`src/rtl/pe_stream_pkg.sv`:
```
// Shared types and helpers for the streaming row-stationary PE.
// Holds the FSM state type, the product width rule and the config clamp functions.
package pe_stream_pkg;

  typedef enum logic [2:0] {
    StIdle,
    StLoad,
    StMac,
    StAcc,
    StOut
  } state_e;

  // A full-precision product of two BITWIDTH operands needs twice the width.
  localparam int unsigned ProdMult = 2;

  function automatic int unsigned prod_width(input int unsigned bitwidth);
    return ProdMult * bitwidth;
  endfunction

  function automatic int unsigned clamp_len(input int unsigned len, input int unsigned depth);
    if (len == 0) return 1;
    if (len > depth) return depth;
    return len;
  endfunction

  function automatic int unsigned clamp_stride(input int unsigned stride,
                                               input int unsigned len);
    if (stride == 0) return 1;
    if (stride > len) return len;
    return stride;
  endfunction

endpackage

```
`src/rtl/pe_circ_rf.sv`:
```
// Circular register file: writes land at the tail, reads come from head + offset,
// and the head can be advanced by a stride to slide the window.
module pe_circ_rf #(
  parameter int unsigned WIDTH      = 16,
  parameter int unsigned ADDR_WIDTH = 3
) (
  input  logic                  i_clk,
  input  logic                  i_rst,
  input  logic                  i_clear,
  input  logic                  i_wr_en,
  input  logic [WIDTH-1:0]      i_wr_data,
  input  logic [ADDR_WIDTH-1:0] i_rd_offset,
  output logic [WIDTH-1:0]      o_rd_data,
  input  logic                  i_advance,
  input  logic [ADDR_WIDTH-1:0] i_adv_by
);

  localparam int unsigned Depth = 2 ** ADDR_WIDTH;

  logic [WIDTH-1:0]      r_mem [Depth];
  logic [ADDR_WIDTH-1:0] r_head;
  logic [ADDR_WIDTH-1:0] r_tail;
  logic [ADDR_WIDTH-1:0] w_rd_addr;

  always_ff @(posedge i_clk) begin
    if (i_rst || i_clear) begin
      r_head <= '0;
      r_tail <= '0;
    end else begin
      if (i_wr_en) r_tail <= r_tail + 1'b1;
      // Pointer arithmetic wraps naturally at the power-of-two depth.
      if (i_advance) r_head <= r_head + i_adv_by;
    end
  end

  always_ff @(posedge i_clk) begin
    if (i_wr_en) r_mem[r_tail] <= i_wr_data;
  end

  assign w_rd_addr = r_head + i_rd_offset;
  assign o_rd_data = r_mem[w_rd_addr];

endmodule

```
`src/rtl/pe_stream.sv`:
```
// Row-stationary processing element: resident filter, sliding ifmap window,
// one MAC per cycle, optional upstream psum add, handshaked psum output.
module pe_stream
  import pe_stream_pkg::*;
#(
  parameter int unsigned BITWIDTH      = 16,
  parameter int unsigned PSUM_WIDTH    = 32,
  parameter int unsigned RF_ADDR_WIDTH = 3,
  parameter int unsigned CNT_WIDTH     = 16
) (
  input  logic                     clk,
  input  logic                     rst,
  input  logic                     cfg_valid,
  input  logic [RF_ADDR_WIDTH:0]   cfg_filter_len,
  input  logic [RF_ADDR_WIDTH:0]   cfg_stride,
  input  logic [CNT_WIDTH-1:0]     cfg_num_out,
  input  logic                     cfg_acc_in,
  input  logic [BITWIDTH-1:0]      filter_in,
  input  logic                     filter_valid,
  output logic                     filter_ready,
  input  logic [BITWIDTH-1:0]      ifmap_in,
  input  logic                     ifmap_valid,
  output logic                     ifmap_ready,
  input  logic [PSUM_WIDTH-1:0]    psum_in,
  input  logic                     psum_in_valid,
  output logic                     psum_in_ready,
  output logic [PSUM_WIDTH-1:0]    psum_out,
  output logic                     psum_out_valid,
  input  logic                     psum_out_ready,
  output logic                     busy,
  output logic                     done
);

  localparam int unsigned Depth     = 2 ** RF_ADDR_WIDTH;
  localparam int unsigned LenWidth  = RF_ADDR_WIDTH + 1;
  localparam int unsigned ProdWidth = prod_width(BITWIDTH);

  state_e r_state;
  state_e w_state_next;

  logic [LenWidth-1:0]   r_len;
  logic [LenWidth-1:0]   r_stride;
  logic [LenWidth-1:0]   r_fcnt;
  logic [LenWidth-1:0]   r_icnt;
  logic [LenWidth-1:0]   r_k;
  logic [CNT_WIDTH-1:0]  r_num_out;
  logic [CNT_WIDTH-1:0]  r_ocnt;
  logic                  r_acc_in;
  logic                  r_done;
  logic [PSUM_WIDTH-1:0] r_acc;
  logic [PSUM_WIDTH-1:0] r_out;

  logic [LenWidth-1:0]         w_len_clamp;
  logic [LenWidth-1:0]         w_stride_clamp;
  logic [CNT_WIDTH-1:0]        w_ocnt_inc;
  logic                        w_cfg_accept;
  logic                        w_acc_fire;
  logic                        w_out_hs;
  logic                        w_next_window;
  logic                        w_f_hs;
  logic                        w_i_hs;
  logic signed [BITWIDTH-1:0]  w_f_rd;
  logic signed [BITWIDTH-1:0]  w_i_rd;
  logic signed [ProdWidth-1:0] w_prod;
  logic [PSUM_WIDTH-1:0]       w_prod_ext;

  assign w_len_clamp    = LenWidth'(clamp_len(32'(cfg_filter_len), Depth));
  assign w_stride_clamp = LenWidth'(clamp_stride(32'(cfg_stride), 32'(w_len_clamp)));
  assign w_ocnt_inc     = r_ocnt + 1'b1;

  assign w_f_hs = filter_valid && filter_ready;
  assign w_i_hs = ifmap_valid && ifmap_ready;

  // Operands are sign-extended to the product width before multiplying.
  assign w_prod     = ProdWidth'(w_f_rd) * ProdWidth'(w_i_rd);
  assign w_prod_ext = PSUM_WIDTH'(w_prod);

  assign w_next_window = w_out_hs && (w_state_next == StLoad);

  always_ff @(posedge clk) begin
    if (rst) r_state <= StIdle;
    else     r_state <= w_state_next;
  end

  // Readies depend only on registered state and counts, never on a valid input.
  always_comb begin
    w_state_next   = r_state;
    filter_ready   = 1'b0;
    ifmap_ready    = 1'b0;
    psum_in_ready  = 1'b0;
    psum_out_valid = 1'b0;
    w_cfg_accept   = 1'b0;
    w_acc_fire     = 1'b0;
    w_out_hs       = 1'b0;
    unique case (r_state)
      StIdle: begin
        if (cfg_valid) begin
          w_cfg_accept = 1'b1;
          if (cfg_num_out != '0) w_state_next = StLoad;
        end
      end
      StLoad: begin
        filter_ready = (r_fcnt < r_len);
        ifmap_ready  = (r_icnt < r_len);
        if ((r_fcnt == r_len) && (r_icnt == r_len)) w_state_next = StMac;
      end
      StMac: begin
        if (r_k == r_len - 1'b1) w_state_next = StAcc;
      end
      StAcc: begin
        psum_in_ready = r_acc_in;
        if (!r_acc_in || psum_in_valid) begin
          w_acc_fire   = 1'b1;
          w_state_next = StOut;
        end
      end
      StOut: begin
        psum_out_valid = 1'b1;
        if (psum_out_ready) begin
          w_out_hs     = 1'b1;
          w_state_next = (w_ocnt_inc == r_num_out) ? StIdle : StLoad;
        end
      end
      default: w_state_next = StIdle;
    endcase
  end

  always_ff @(posedge clk) begin
    if (rst) begin
      r_len     <= '0;
      r_stride  <= '0;
      r_fcnt    <= '0;
      r_icnt    <= '0;
      r_k       <= '0;
      r_num_out <= '0;
      r_ocnt    <= '0;
      r_acc_in  <= 1'b0;
      r_done    <= 1'b0;
      r_acc     <= '0;
      r_out     <= '0;
    end else begin
      r_done <= 1'b0;
      if (w_cfg_accept) begin
        r_len     <= w_len_clamp;
        r_stride  <= w_stride_clamp;
        r_num_out <= cfg_num_out;
        r_acc_in  <= cfg_acc_in;
        r_fcnt    <= '0;
        r_icnt    <= '0;
        r_ocnt    <= '0;
        r_k       <= '0;
        r_acc     <= '0;
        r_done    <= (cfg_num_out == '0);
      end
      if (w_f_hs) r_fcnt <= r_fcnt + 1'b1;
      if (w_i_hs) r_icnt <= r_icnt + 1'b1;
      if (r_state == StMac) begin
        r_acc <= r_acc + w_prod_ext;
        r_k   <= (w_state_next == StAcc) ? '0 : r_k + 1'b1;
      end
      if (w_acc_fire) begin
        r_out <= r_acc + (r_acc_in ? psum_in : '0);
        r_acc <= '0;
      end
      if (w_out_hs) begin
        r_ocnt <= w_ocnt_inc;
        if (w_state_next == StIdle) r_done <= 1'b1;
        else                        r_icnt <= r_icnt - r_stride;
      end
    end
  end

  assign psum_out = r_out;
  assign busy     = (r_state != StIdle);
  assign done     = r_done;

  // Filter window never slides; its head stays at zero for the whole row.
  pe_circ_rf #(
    .WIDTH     (BITWIDTH),
    .ADDR_WIDTH(RF_ADDR_WIDTH)
  ) u_filter_rf (
    .i_clk      (clk),
    .i_rst      (rst),
    .i_clear    (w_cfg_accept),
    .i_wr_en    (w_f_hs),
    .i_wr_data  (filter_in),
    .i_rd_offset(r_k[RF_ADDR_WIDTH-1:0]),
    .o_rd_data  (w_f_rd),
    .i_advance  (1'b0),
    .i_adv_by   ('0)
  );

  pe_circ_rf #(
    .WIDTH     (BITWIDTH),
    .ADDR_WIDTH(RF_ADDR_WIDTH)
  ) u_ifmap_rf (
    .i_clk      (clk),
    .i_rst      (rst),
    .i_clear    (w_cfg_accept),
    .i_wr_en    (w_i_hs),
    .i_wr_data  (ifmap_in),
    .i_rd_offset(r_k[RF_ADDR_WIDTH-1:0]),
    .o_rd_data  (w_i_rd),
    .i_advance  (w_next_window),
    .i_adv_by   (r_stride[RF_ADDR_WIDTH-1:0])
  );

endmodule

```
`config.mk`:
```
export PLATFORM = sky130hd
export DESIGN_NAME = pe_stream
export DESIGN_NICKNAME = d
export VERILOG_FILES = /design/src/rtl/pe_stream_pkg.sv /design/src/rtl/pe_circ_rf.sv /design/src/rtl/pe_stream.sv
export SDC_FILE = /design/constraint.sdc
export NUM_CORES = 1
export LEC_CHECK = 0
export CAP_MARGIN = 30
export CORE_ASPECT_RATIO = 1.1
export CORE_MARGIN = 1.5
export CORE_UTILIZATION = 42
export CTS_CLUSTER_DIAMETER = 30
export CTS_CLUSTER_SIZE = 30
export DETAILED_ROUTE_END_ITERATION = 8
export PLACE_DENSITY = 0.6
export SLEW_MARGIN = 20
export SYNTH_ARGS = -nofsm -noshare
export SYNTH_HDL_FRONTEND = slang
export SYNTH_SLANG_ARGS = --single-unit
```
`constraint.sdc`:
```
create_clock -name clk -period 9.3 [get_ports clk]
set_input_delay 0.93 -clock clk [delete_from_list [all_inputs] [get_ports clk]]
set_output_delay 0.93 -clock clk [all_outputs]
set_load 0.01 [all_outputs]
```
==> run summary <==
RUN STATUS
-------------------------------------------------------------------------------------
Result of the run                                                        complete, no violations

GRT
-------------------------------------------------------------------------------------
Remaining global-route overflow                                                     0
Vias in the first global route                                                  21037
Largest net degree at the start of global routing                                  56
Initial antenna violation count                                                     0
Total routing resource utilization after global routing                         21.1%
First-pass GRT wire length                                                  112000 um

TIMING
-------------------------------------------------------------------------------------
Clock Skews                                                                 0.0580 ns
Setup WS post-layout                                                         0.805 ns
Hold slack final                                                             0.453 ns
Max Clock Freq                                                              0.118 GHz
Number of endpoints failing setup at the final stage                                0
Slew of the pin with the lowest slew margin                                  0.925 ns
Fin crit period                                                               8.50 ns
Final total negative setup slack                                                 0 ns
Count of pins over their slew limit                                                 0
Worst-case headroom to the max-slew limit                                       36.6%
RSZ-0062 raised after global routing                                               no
Final Hold Fails                                                                    0
Crit share post-route                                                           91.3%

PLACED DESIGN
-------------------------------------------------------------------------------------
Placed standard-cell area                                                  0.0307 mm2
Final Wtd Congestion                                                            0.924
Total placed cells including tap cells                                           3535
Detail Placement HPWL                                                        53800 um
Pre-CTS setup slack                                                          0.639 ns
Number of buffers inserted by port buffering                                      133

CELLS AND AREA
-------------------------------------------------------------------------------------
Post-layout nets                                                                 3309
Antenna diode instance count                                                        0
Layout cell share with drive strength beyond 1                                  11.7%
Leading cell types in the layout, fill and taps excluded                 373 x sky130_fd_sc_hd__inv_1, 296 x sky130_fd_sc_hd__fa_1, 289 x sky130_fd_sc_hd__nand2_1
Most common cell after layout, fill and taps aside                       sky130_fd_sc_hd__inv_1
Final Instance Count excl. Fillers                                               3692
Seq. cell area                                                             0.0104 mm2
Multi-input logic area                                                     0.0161 mm2
Core utilization of the finished layout                                         51.1%
Fill cell count                                                                  5797
Final non-filler cell area                                                 0.0338 mm2
Synthesis-to-finish area growth                                                 20.3%

SYNTH
-------------------------------------------------------------------------------------
Count of warnings emitted by yosys                                                  0
Post-synthesis cell count                                                        2569
Mapped cell area                                                           0.0281 mm2
Post-synth top area cell                                                 sky130_fd_sc_hd__edfxtp_1
Distinct cell type count after synthesis                                           76
Share of Yosys cell area claimed by the top area cell type                      27.3%
Seq/Total Area, Yosys                                                           36.8%
Fraction of synthesis flops using an asynchronous set or reset pin                 0%
Most common flop cell mapped by yosys                                    sky130_fd_sc_hd__edfxtp_1
Number of enable-type register cells in the synthesized netlist                   256
Synth Register Bits                                                               389
Top post-synthesis cells by area                                         sky130_fd_sc_hd__edfxtp_1 27%, sky130_fd_sc_hd__fa_1 21%, sky130_fd_sc_hd__dfxtp_1 9.5%
Synth Area per Inst                                                          11.0 um2
Synthesized net count                                                            3114

DETAILED ROUTING
-------------------------------------------------------------------------------------
Number of vias in the routed layout                                             19422
Average via count per standard cell                                              5.26
First-pass iteration count of the detailed router                                   5
Routed WL per cell                                                            19.1 um
WL final                                                                     70500 um
Residual DRC                                                                        0
Iteration-0 DRC count of the detailed router                                     1247
Antenna Violating Nets Remaining                                                    0

WORST HOLD PATH
-------------------------------------------------------------------------------------
Hold path startpoint                                                     psum_out[13]
Hold Path End                                                            psum_out[13]
HP Class                                                                 register to register
Cell count of the worst hold path                                                   2

CLOCK NETWORK
-------------------------------------------------------------------------------------
Count of cells resized by post-cts repair                                           0
Number of buffers between clock root and the deepest sink                           3
CTS H-Tree Depth                                                                    3
CTS buffer count                                                                   84
Worst-skew pair later-pin latency                                             0.65 ns
Clock tree sinks                                                                  389
Clock tree from TritonCTS                                                         yes
Setup Fix Bufs, Post-CTS                                                            0
Clk root buf                                                             sky130_fd_sc_hd__clkbuf_16
Clock-pin slew of the registers on the worst-case setup and hold paths        0.05 ns
CTS Hold Bufs                                                                       0

FLOORPLAN
-------------------------------------------------------------------------------------
Die Span Y                                                                     274 um
Floorplan die width                                                            250 um
I/O pin total                                                                     134
FP Rows                                                                            99
Starting Density                                                                42.5%
Die footprint                                                              0.0685 mm2
Core Region                                                                0.0663 mm2

POWER
-------------------------------------------------------------------------------------
Internal                                                                      7.74 mW
Sequential Power Share                                                          14.2%
Part of the total power dissipated in the clock network                         22.8%
Comb power frac                                                                 63.0%
Share of total power consumed by net switching                                  44.5%
Largest voltage drop on the vdd net                                            614 uV
Power per cell area                                                        412 mW/mm2
Leakage power                                                                 14.1 nW
Switch Pwr                                                                    6.20 mW
Overall power after layout                                                    13.9 mW

SETUP PATH
-------------------------------------------------------------------------------------
Flop-to-flop setup slack                                                      0.80 ns
Worst flop-to-flop path endpoint                                            r_acc[30]
Crit-path max FO                                                                   16
Kind of capture point of the worst setup path                                register
Required time worst endpoint                                                  9.81 ns
Cell occurring most often along the worst timing path                    sky130_fd_sc_hd__fa_1
Startpoint types                                                             register
Number of cells on the worst reg-to-reg path                                       29
Cell at the slowest stage of the critical path                           sky130_fd_sc_hd__fa_1
Critical path origin                                                           r_k[0]
Worst flop-to-flop path startpoint                                             r_k[0]
Worst endpoint data arrival time                                              9.00 ns
Critical setup path kind                                                 register to register
Critical Path Max Stage Delay                                                 0.56 ns

FLOW RUN
-------------------------------------------------------------------------------------
Max capacitance violation total                                                     0

==> power groups by stage <==
stage	logic, mW	registers (mW)	clock network, mW
floorplan	6.70	1.98	0
global placement	8.69	2.02	0
detailed placement	8.79	2.02	0
CTS	8.86	1.99	3.22
global route	10.1	1.99	3.31
finish	8.79	1.98	3.18
==> cell families (layout without fill, tap and decap cells) <==
kind of cell             after synthesis  count (layout)  share of synthesized area, %
buffers and inverters                458             723                          6.35
AO/OA/AOI/OAI                        312             312                          6.73
multiplexers                         112             112                          6.89
AND/OR/NAND/NOR                      743             743                          12.0
XOR/XNOR                             106             106                          3.35
flip-flops                           389             389                          36.8
adder cells (fa/ha/maj)              449             449                          27.9
==> cell type report <==
cell class	count	share of cell area, %
Timing Repair Buffer	193	5.34
Clock buffer	97	6.50
Multi-Input combinational cell	1722	47.6
Clock inverter	59	2.66
Sequential cell	389	30.6
Inverter	374	4.15
Tap cell	858	3.17
==> cell usage after synthesis (39+ instances only) <==
cell type and count:
sky130_fd_sc_hd__nor2_1 219, sky130_fd_sc_hd__edfxtp_1 256, sky130_fd_sc_hd__fa_1 296, sky130_fd_sc_hd__and2_1 39, sky130_fd_sc_hd__nand2_1 289, sky130_fd_sc_hd__ha_1 153, sky130_fd_sc_hd__o21ai_0 61, sky130_fd_sc_hd__mux4_2 64
sky130_fd_sc_hd__xnor2_1 70, sky130_fd_sc_hd__inv_1 373, sky130_fd_sc_hd__clkbuf_1 56, sky130_fd_sc_hd__dfxtp_1 133, sky130_fd_sc_hd__a21oi_1 134
==> flip-flops by register name (all words and copies together), names as in the netlist, 4 cells and up, named ones only <==
signal             flops
r_ocnt                16
r_icnt                 4
r_acc                 32
r_num_out             16
psum_out              32
r_k                    4
r_stride               4
r_len                  4
u_ifmap_rf.r_mem     128
r_fcnt                 4
u_filter_rf.r_mem    128
==> worst max path at each step <==
stage,to,slack (ns),depth (start not counted)
floorplan,r_acc[30],1.13,29
finish,r_acc[30],0.80,29
CTS,r_acc[30],0.56,29
global placement,r_acc[30],0.66,29
detailed placement,r_acc[30],0.64,29
global route,r_acc[30],0.17,27
==> routing by layer <==
| metal | up-vias | share of wire, % | track usage (%) |
|---|---|---|---|
| met2 | 417 | 54 | 39.4 |
| met5 | - | 0 | 0 |
| met1 | 9835 | 39 | 24.2 |
| li1 | 9030 | - | - |
| met4 | 0 | 3.2 | 8.36 |
| met3 | 140 | 3.7 | 2.92 |
==> worst max-delay path, delay by kind of cell (launching register included) <==
kind,cells,cell delay (ns)
fa+ha+maj,9,3.88
xor+xnor,2,0.63
buf+inv,8,1.01
mux,2,0.73
compound gates,7,1.58
flops,1,0.43
simple gates,1,0.10
No activity file was read; power rests on OpenSTA's default activity.
